[src/rtl/xnor_result_packer_if.sv]
// Handshake bundle between the XNOR result stream, the packer and its consumer.
// master = environment side, slave = packer side.
interface xnor_result_packer_if #(
   parameter int WIDTH = 8
) ();
   localparam int CW = $clog2(WIDTH + 1);

   logic             in_valid;
   logic             in_bit;
   logic             in_ready;
   logic             flush;
   logic             out_valid;
   logic             out_ready;
   logic [WIDTH-1:0] out_data;
   logic [CW-1:0]    out_ones;
   logic [CW-1:0]    out_len;
   logic [7:0]       frame_cnt;

   modport master (
      output in_valid, in_bit, flush, out_ready,
      input  in_ready, out_valid, out_data, out_ones, out_len, frame_cnt
   );

   modport slave (
      input  in_valid, in_bit, flush, out_ready,
      output in_ready, out_valid, out_data, out_ones, out_len, frame_cnt
   );
endinterface

[src/rtl/xnor_result_packer.sv]
// Packs the XNOR result bit stream into WIDTH-bit words with popcount,
// presented on a one-entry registered output; flush emits a partial word.
module xnor_result_packer #(
   parameter int WIDTH = 8
) (
   input logic                 clk,
   input logic                 rst_n,
   xnor_result_packer_if.slave bus
);
   localparam int CW = $clog2(WIDTH + 1);

   typedef enum logic [1:0] {
      IDLE,
      FILL,
      STALL
   } state_t;

   state_t           state;
   logic [WIDTH-1:0] shreg;
   logic [CW-1:0]    fill;
   logic [CW-1:0]    ones;
   logic [WIDTH-1:0] hold_data;
   logic [CW-1:0]    hold_ones;
   logic [CW-1:0]    hold_len;

   logic [WIDTH-1:0] nxt_data;
   logic [CW-1:0]    nxt_fill;
   logic [CW-1:0]    nxt_ones;
   logic             acc;
   logic             one;
   logic             hs;
   logic             slot_free;
   logic             done;

   assign bus.in_ready = (state != STALL);
   assign acc          = bus.in_valid && bus.in_ready;
   assign one          = acc && bus.in_bit;
   assign hs           = bus.out_valid && bus.out_ready;
   assign slot_free    = !bus.out_valid || bus.out_ready;

   // The bit accepted this cycle is folded in before any flush is honoured.
   always_comb begin
      nxt_data = shreg | ({{(WIDTH-1){1'b0}}, one} << fill);
      nxt_fill = fill + CW'(acc);
      nxt_ones = ones + CW'(one);
      done     = (state != STALL) &&
                 ((nxt_fill == CW'(WIDTH)) ||
                  (bus.flush && (nxt_fill != '0)));
   end

   always_ff @(posedge clk or negedge rst_n) begin
      if (!rst_n) begin
         state         <= IDLE;
         shreg         <= '0;
         fill          <= '0;
         ones          <= '0;
         hold_data     <= '0;
         hold_ones     <= '0;
         hold_len      <= '0;
         bus.out_valid <= 1'b0;
         bus.out_data  <= '0;
         bus.out_ones  <= '0;
         bus.out_len   <= '0;
         bus.frame_cnt <= '0;
      end else begin
         if (hs) bus.frame_cnt <= bus.frame_cnt + 8'd1;
         unique case (state)
            IDLE, FILL: begin
               if (done) begin
                  shreg <= '0;
                  fill  <= '0;
                  ones  <= '0;
                  if (slot_free) begin
                     bus.out_valid <= 1'b1;
                     bus.out_data  <= nxt_data;
                     bus.out_ones  <= nxt_ones;
                     bus.out_len   <= nxt_fill;
                     state         <= IDLE;
                  end else begin
                     hold_data <= nxt_data;
                     hold_ones <= nxt_ones;
                     hold_len  <= nxt_fill;
                     state     <= STALL;
                  end
               end else begin
                  shreg <= nxt_data;
                  fill  <= nxt_fill;
                  ones  <= nxt_ones;
                  state <= (nxt_fill != '0) ? FILL : IDLE;
                  if (hs) bus.out_valid <= 1'b0;
               end
            end
            // out_valid is necessarily 1 here, so the swap keeps it high.
            STALL: begin
               if (bus.out_ready) begin
                  bus.out_data <= hold_data;
                  bus.out_ones <= hold_ones;
                  bus.out_len  <= hold_len;
                  state        <= IDLE;
               end
            end
            default: state <= IDLE;
         endcase
      end
   end
endmodule

[src/flat_wrapper.sv]
// flat-port wrapper written by rule: the top's interface ports become plain ports
module xnor_result_packer_flat 
#(
   parameter int WIDTH = 8
)
  (clk, rst_n, bus_in_valid, bus_in_bit, bus_flush, bus_out_ready, bus_in_ready, bus_out_valid, bus_out_data, bus_out_ones, bus_out_len, bus_frame_cnt);
  xnor_result_packer_if #(.WIDTH(WIDTH)) bus_i ();
  input logic clk;
  input logic rst_n;
  input wire logic [$bits(bus_i.in_valid)-1:0] bus_in_valid;
  input wire logic [$bits(bus_i.in_bit)-1:0] bus_in_bit;
  input wire logic [$bits(bus_i.flush)-1:0] bus_flush;
  input wire logic [$bits(bus_i.out_ready)-1:0] bus_out_ready;
  output wire logic [$bits(bus_i.in_ready)-1:0] bus_in_ready;
  output wire logic [$bits(bus_i.out_valid)-1:0] bus_out_valid;
  output wire logic [$bits(bus_i.out_data)-1:0] bus_out_data;
  output wire logic [$bits(bus_i.out_ones)-1:0] bus_out_ones;
  output wire logic [$bits(bus_i.out_len)-1:0] bus_out_len;
  output wire logic [$bits(bus_i.frame_cnt)-1:0] bus_frame_cnt;
  assign bus_i.in_valid = bus_in_valid;
  assign bus_i.in_bit = bus_in_bit;
  assign bus_i.flush = bus_flush;
  assign bus_i.out_ready = bus_out_ready;
  assign bus_in_ready = bus_i.in_ready;
  assign bus_out_valid = bus_i.out_valid;
  assign bus_out_data = bus_i.out_data;
  assign bus_out_ones = bus_i.out_ones;
  assign bus_out_len = bus_i.out_len;
  assign bus_frame_cnt = bus_i.frame_cnt;
  xnor_result_packer #(.WIDTH(WIDTH)) u_core (.clk(clk), .rst_n(rst_n), .bus(bus_i));
endmodule
[config.mk]
export PLATFORM = sky130hd
export DESIGN_NAME = xnor_result_packer_flat
export DESIGN_NICKNAME = d
export VERILOG_FILES = /design/src/rtl/xnor_result_packer_if.sv /design/src/rtl/xnor_result_packer.sv /design/src/flat_wrapper.sv
export SDC_FILE = /design/constraint.sdc
export NUM_CORES = 1
export LEC_CHECK = 0
export BUFFER_PORTS_ARGS = -buffer_cell sky130_fd_sc_hd__buf_2
export CELL_PAD_IN_SITES_DETAIL_PLACEMENT = 0
export CELL_PAD_IN_SITES_GLOBAL_PLACEMENT = 1
export CORE_AREA = 5 5 84 86
export CTS_CLUSTER_DIAMETER = 40
export DETAILED_ROUTE_END_ITERATION = 10
export DIE_AREA = 0 0 89 91
export PLACE_DENSITY = 0.8
export SYNTH_ARGS = -nofsm -noshare
export SYNTH_HDL_FRONTEND = slang
export SYNTH_SLANG_ARGS = --single-unit
[constraint.sdc]
create_clock -name clk -period 3.8 [get_ports clk]
set_input_delay 0.19 -clock clk [delete_from_list [all_inputs] [get_ports clk]]
set_output_delay 0.19 -clock clk [all_outputs]
set_load 0.02 [all_outputs]
==> impl_metrics.env <==
export IMPL_cts_inserted_buffers=9
export IMPL_synthTopCellsByArea="dfrtp_1, mux2_2, nor2_1"
export IMPL_regToRegStartpoint="u_core.state[0]$_DFFE_PN0P_"
export IMPL_max_vdd_ir_drop_v=0.000411
export IMPL_final_worst_path_period_share=0.898
export IMPL_netSwitchingFraction=0.414
export IMPL_cp_arrival_ns=3.64
export IMPL_critPathMaxFanout=16
export IMPL_clock_tree_from_tritoncts="yes"
export IMPL_viasPerCell=5.30
export IMPL_synth_lib_cells_used_distinct=31
export IMPL_finish_net_count=304
export IMPL_final_setup_tns_ns=0
export IMPL_worst_path_required_time_ns=4.03
export IMPL_fin_skew_ns=0.00694
export IMPL_outcome="finished, violations left"
export IMPL_die_height_um=91
export IMPL_grt_total_usage=0.154
export IMPL_wl_per_cell_um=15.1
export IMPL_ctsHoldBuffers=0
export IMPL_max_freq_mhz=293
export IMPL_grt_max_degree=60
export IMPL_rsz_0062_raised_after_global_routing="no"
export IMPL_r2r_depth=10
export IMPL_detailed_place_hpwl_mm=3.79
export IMPL_combPwrFrac=0.430
export IMPL_num_fill_cells=573
export IMPL_cts_root_buffer="clkbuf_8"
export IMPL_final_min_clock_period_ns=3.41
export IMPL_vias=1988
export IMPL_antennaDiodeCount=0
export IMPL_netlist_area_um2=2690
export IMPL_place_port_buffers=31
export IMPL_final_core_util=0.495
export IMPL_synth_avg_cell_area_um2=10.4
export IMPL_timing_max_slew_rel_slack=0.492
export IMPL_cellLeakagePower_nw=1.50
export IMPL_synth_top_cell_area_share=0.549
export IMPL_cellInternalPower_mw=1.53
export IMPL_fin_ws_ns=0.386
export IMPL_drt_wl_total_mm=5.67
export IMPL_grt_first_pass_wirelength_mm=9.60
export IMPL_floorplan_initialDensity=0.433
export IMPL_chipWidth_um=89
export IMPL_sequential_cell_area_um2=1480
export IMPL_synth_area_leader_cell="dfrtp_1"
export IMPL_ys_async_sr_fraction=1.00
export IMPL_postCtsResizedCells=0
export IMPL_failed_checks="negative hold slack"
export IMPL_max_cap_violations=0
export IMPL_max_slew_violations=0
export IMPL_r2r_slack_ns=0.39
export IMPL_reg2reg_to="u_core.bus.out_len[0]$_DFFE_PN0P_"
export IMPL_drc=0
export IMPL_ioPinCount=32
export IMPL_yosys_register_bits=59
export IMPL_synth_seq_area_share=0.549
export IMPL_antenna_violations_before_repair=0
export IMPL_drt_iter0_markers=125
export IMPL_synthesis_yosys_warnings=0
export IMPL_synthesis_instances=259
export IMPL_area_delta_synth_final_pct=14.3
export IMPL_netsw_mw=1.08
export IMPL_worstSetupEndpointType="flip-flop"
export IMPL_tritoncts_num_sinks=59
export IMPL_clock_latency_on_the_worst_skew_pair_ns=0.34
export IMPL_synth_top_cells_by_count="dfrtp_1, nor2_1, nand2_1"
export IMPL_share_of_layout_cells_above_drive_strength_1=0.245
export IMPL_hold_fails_final_rpt=15
export IMPL_cp_start_kind="flip-flop"
export IMPL_seq_power_share=0.381
export IMPL_timing_setup_critical_path_class="flip-flop to flip-flop"
export IMPL_route_antenna_remaining_nets=0
export IMPL_die_area_um2=8100
export IMPL_power_frac_clock=0.189
export IMPL_overflow=0
export IMPL_synth_ff_type="dfrtp_1"
export IMPL_postSynthNetCount=270
export IMPL_multi_input_area_um2=1130
export IMPL_power_per_cell_area_nw_per_um2=848
export IMPL_post_synth_edffs=0
export IMPL_worst_slew_pin_transition_ns=0.762
export IMPL_holdWs_ns=-0.0179
export IMPL_grt_pass1_vias=1951
export IMPL_setup_viol_count_final=0
export IMPL_worst_case_setup_slack_after_placement_ns=0.388
export IMPL_clk_path_buf_depth=2
export IMPL_synth_most_common_cell="dfrtp_1"
export IMPL_routabilityCongestion=0.796
export IMPL_path_clk_slew_ns=0.07
export IMPL_hold_path_class="primary input to asynchronous set/reset pin"
export IMPL_floorplan_core_area_um2=6200
export IMPL_post_cts_setup_buffer_count=0
export IMPL_drt_first_pass_iters=4
export IMPL_rows=29
export IMPL_clock_tree_htree_level_count=3
==> state kept, by name, indices dropped and copies added (netlist names) <==
name,count
u_core.shreg,8
u_core.ones,4
u_core.fill,4
u_core.bus.out_ones,4
u_core.bus.out_len,4
u_core.hold_len,4
u_core.bus.out_valid,1
u_core.hold_ones,4
u_core.bus.out_data,8
u_core.hold_data,8
u_core.state,2
u_core.bus.frame_cnt,8
==> placed cells by master (no fill, tap or decap), types with 2 or more instances in the layout <==
master / instances
clkinv_2: 4
o21ai_0: 9
ha_1: 5
a41oi_1: 2
xnor2_1: 7
nor2_1: 43
nor2b_1: 3
nor3_1: 12
a22o_1: 2
xor2_1: 3
dfrtp_1: 59
buf_4: 5
a32o_1: 2
clkinvlp_4: 2
a21oi_1: 25
clkbuf_8: 9
and2_1: 2
buf_2: 31
mux2_2: 18
a31oi_1: 7
nand3_1: 3
nand2_1: 28
nand4_1: 2
inv_1: 4
==> area by class of cell <==
type	instances	area share
multi-input combinational	183	0.366
clock buffer	9	0.0403
sequential	59	0.480
inverter	4	0.00488
tap	77	0.0313
timing repair buffer	36	0.0627
clock inverter	7	0.0142
==> layer usage <==
layer	vias up	wire (µm)	GRT usage
met5	-	0	0
met4	0	123	0.0856
met3	12	257	0.0371
met2	41	2630	0.226
met1	976	2660	0.209
li1	959	-	-
==> worst max path at each step <==
stage,start,to,slack (ns),cells after the start
global placement,u_core.state[0]$_DFFE_PN0P_,u_core.bus.out_data[4]$_DFFE_PN0P_,0.44,10
detailed placement,u_core.state[0]$_DFFE_PN0P_,u_core.bus.out_len[0]$_DFFE_PN0P_,0.39,10
finish,u_core.state[0]$_DFFE_PN0P_,u_core.bus.out_len[0]$_DFFE_PN0P_,0.39,10
global route,u_core.state[0]$_DFFE_PN0P_,u_core.bus.out_len[0]$_DFFE_PN0P_,0.15,10
CTS,u_core.state[0]$_DFFE_PN0P_,u_core.bus.out_len[0]$_DFFE_PN0P_,0.34,10
floorplan,u_core.state[1]$_DFFE_PN0P_,u_core.bus.out_data[1]$_DFFE_PN0P_,0.30,14
==> per-stage QoR <==
step / cells / power (mW) / hold slack [ns] / area [µm²]
after floorplan: 259 / 1.87 / -0.106 / 2690
after detailed placement: 359 / 2.14 / 0.396 / 2910
after global placement: 359 / 2.11 / 0.398 / 2910
final: 375 / 2.61 / -0.0179 / 3070
after global routing: 375 / 2.81 / 0.0697 / 3070
after CTS: 375 / 2.64 / 0.0216 / 3070
==> power groups by stage <==
stage               Combinational (mW)  Clock, mW  Sequential (mW)
finish                            1.12      0.493            0.993
detailed placement                1.13          0             1.00
global route                      1.26      0.527             1.03
global placement                  1.11          0            0.994
CTS                               1.14      0.507            0.994
floorplan                        0.770          0             1.10
==> worst max-delay path: stages (launching register included) <==
cell	delay (ns)
dfrtp_1	0.37
nor2b_1	0.14
inv_1	0.07
and2_1	0.16
ha_1	0.20
ha_1	0.23
xnor2_1	0.28
a21oi_1	0.23
a211oi_4	0.52
a22o_1	0.68
mux2_2	0.41
==> cells by family (layout without fill, tap and decap cells) <==
kind of cell / count (synthesis) / in the layout / share of synthesized area
multiplexers: 19 / 19 / 0.0796
XOR/XNOR: 11 / 11 / 0.0386
buffers and inverters: 17 / 56 / 0.0321
AND/OR/NAND/NOR: 96 / 96 / 0.150
flip-flops: 59 / 59 / 0.549
adder cells (fa/ha/maj): 5 / 5 / 0.0233
AO/OA/AOI/OAI: 52 / 52 / 0.127
No activity file was read; power rests on OpenSTA's default activity.
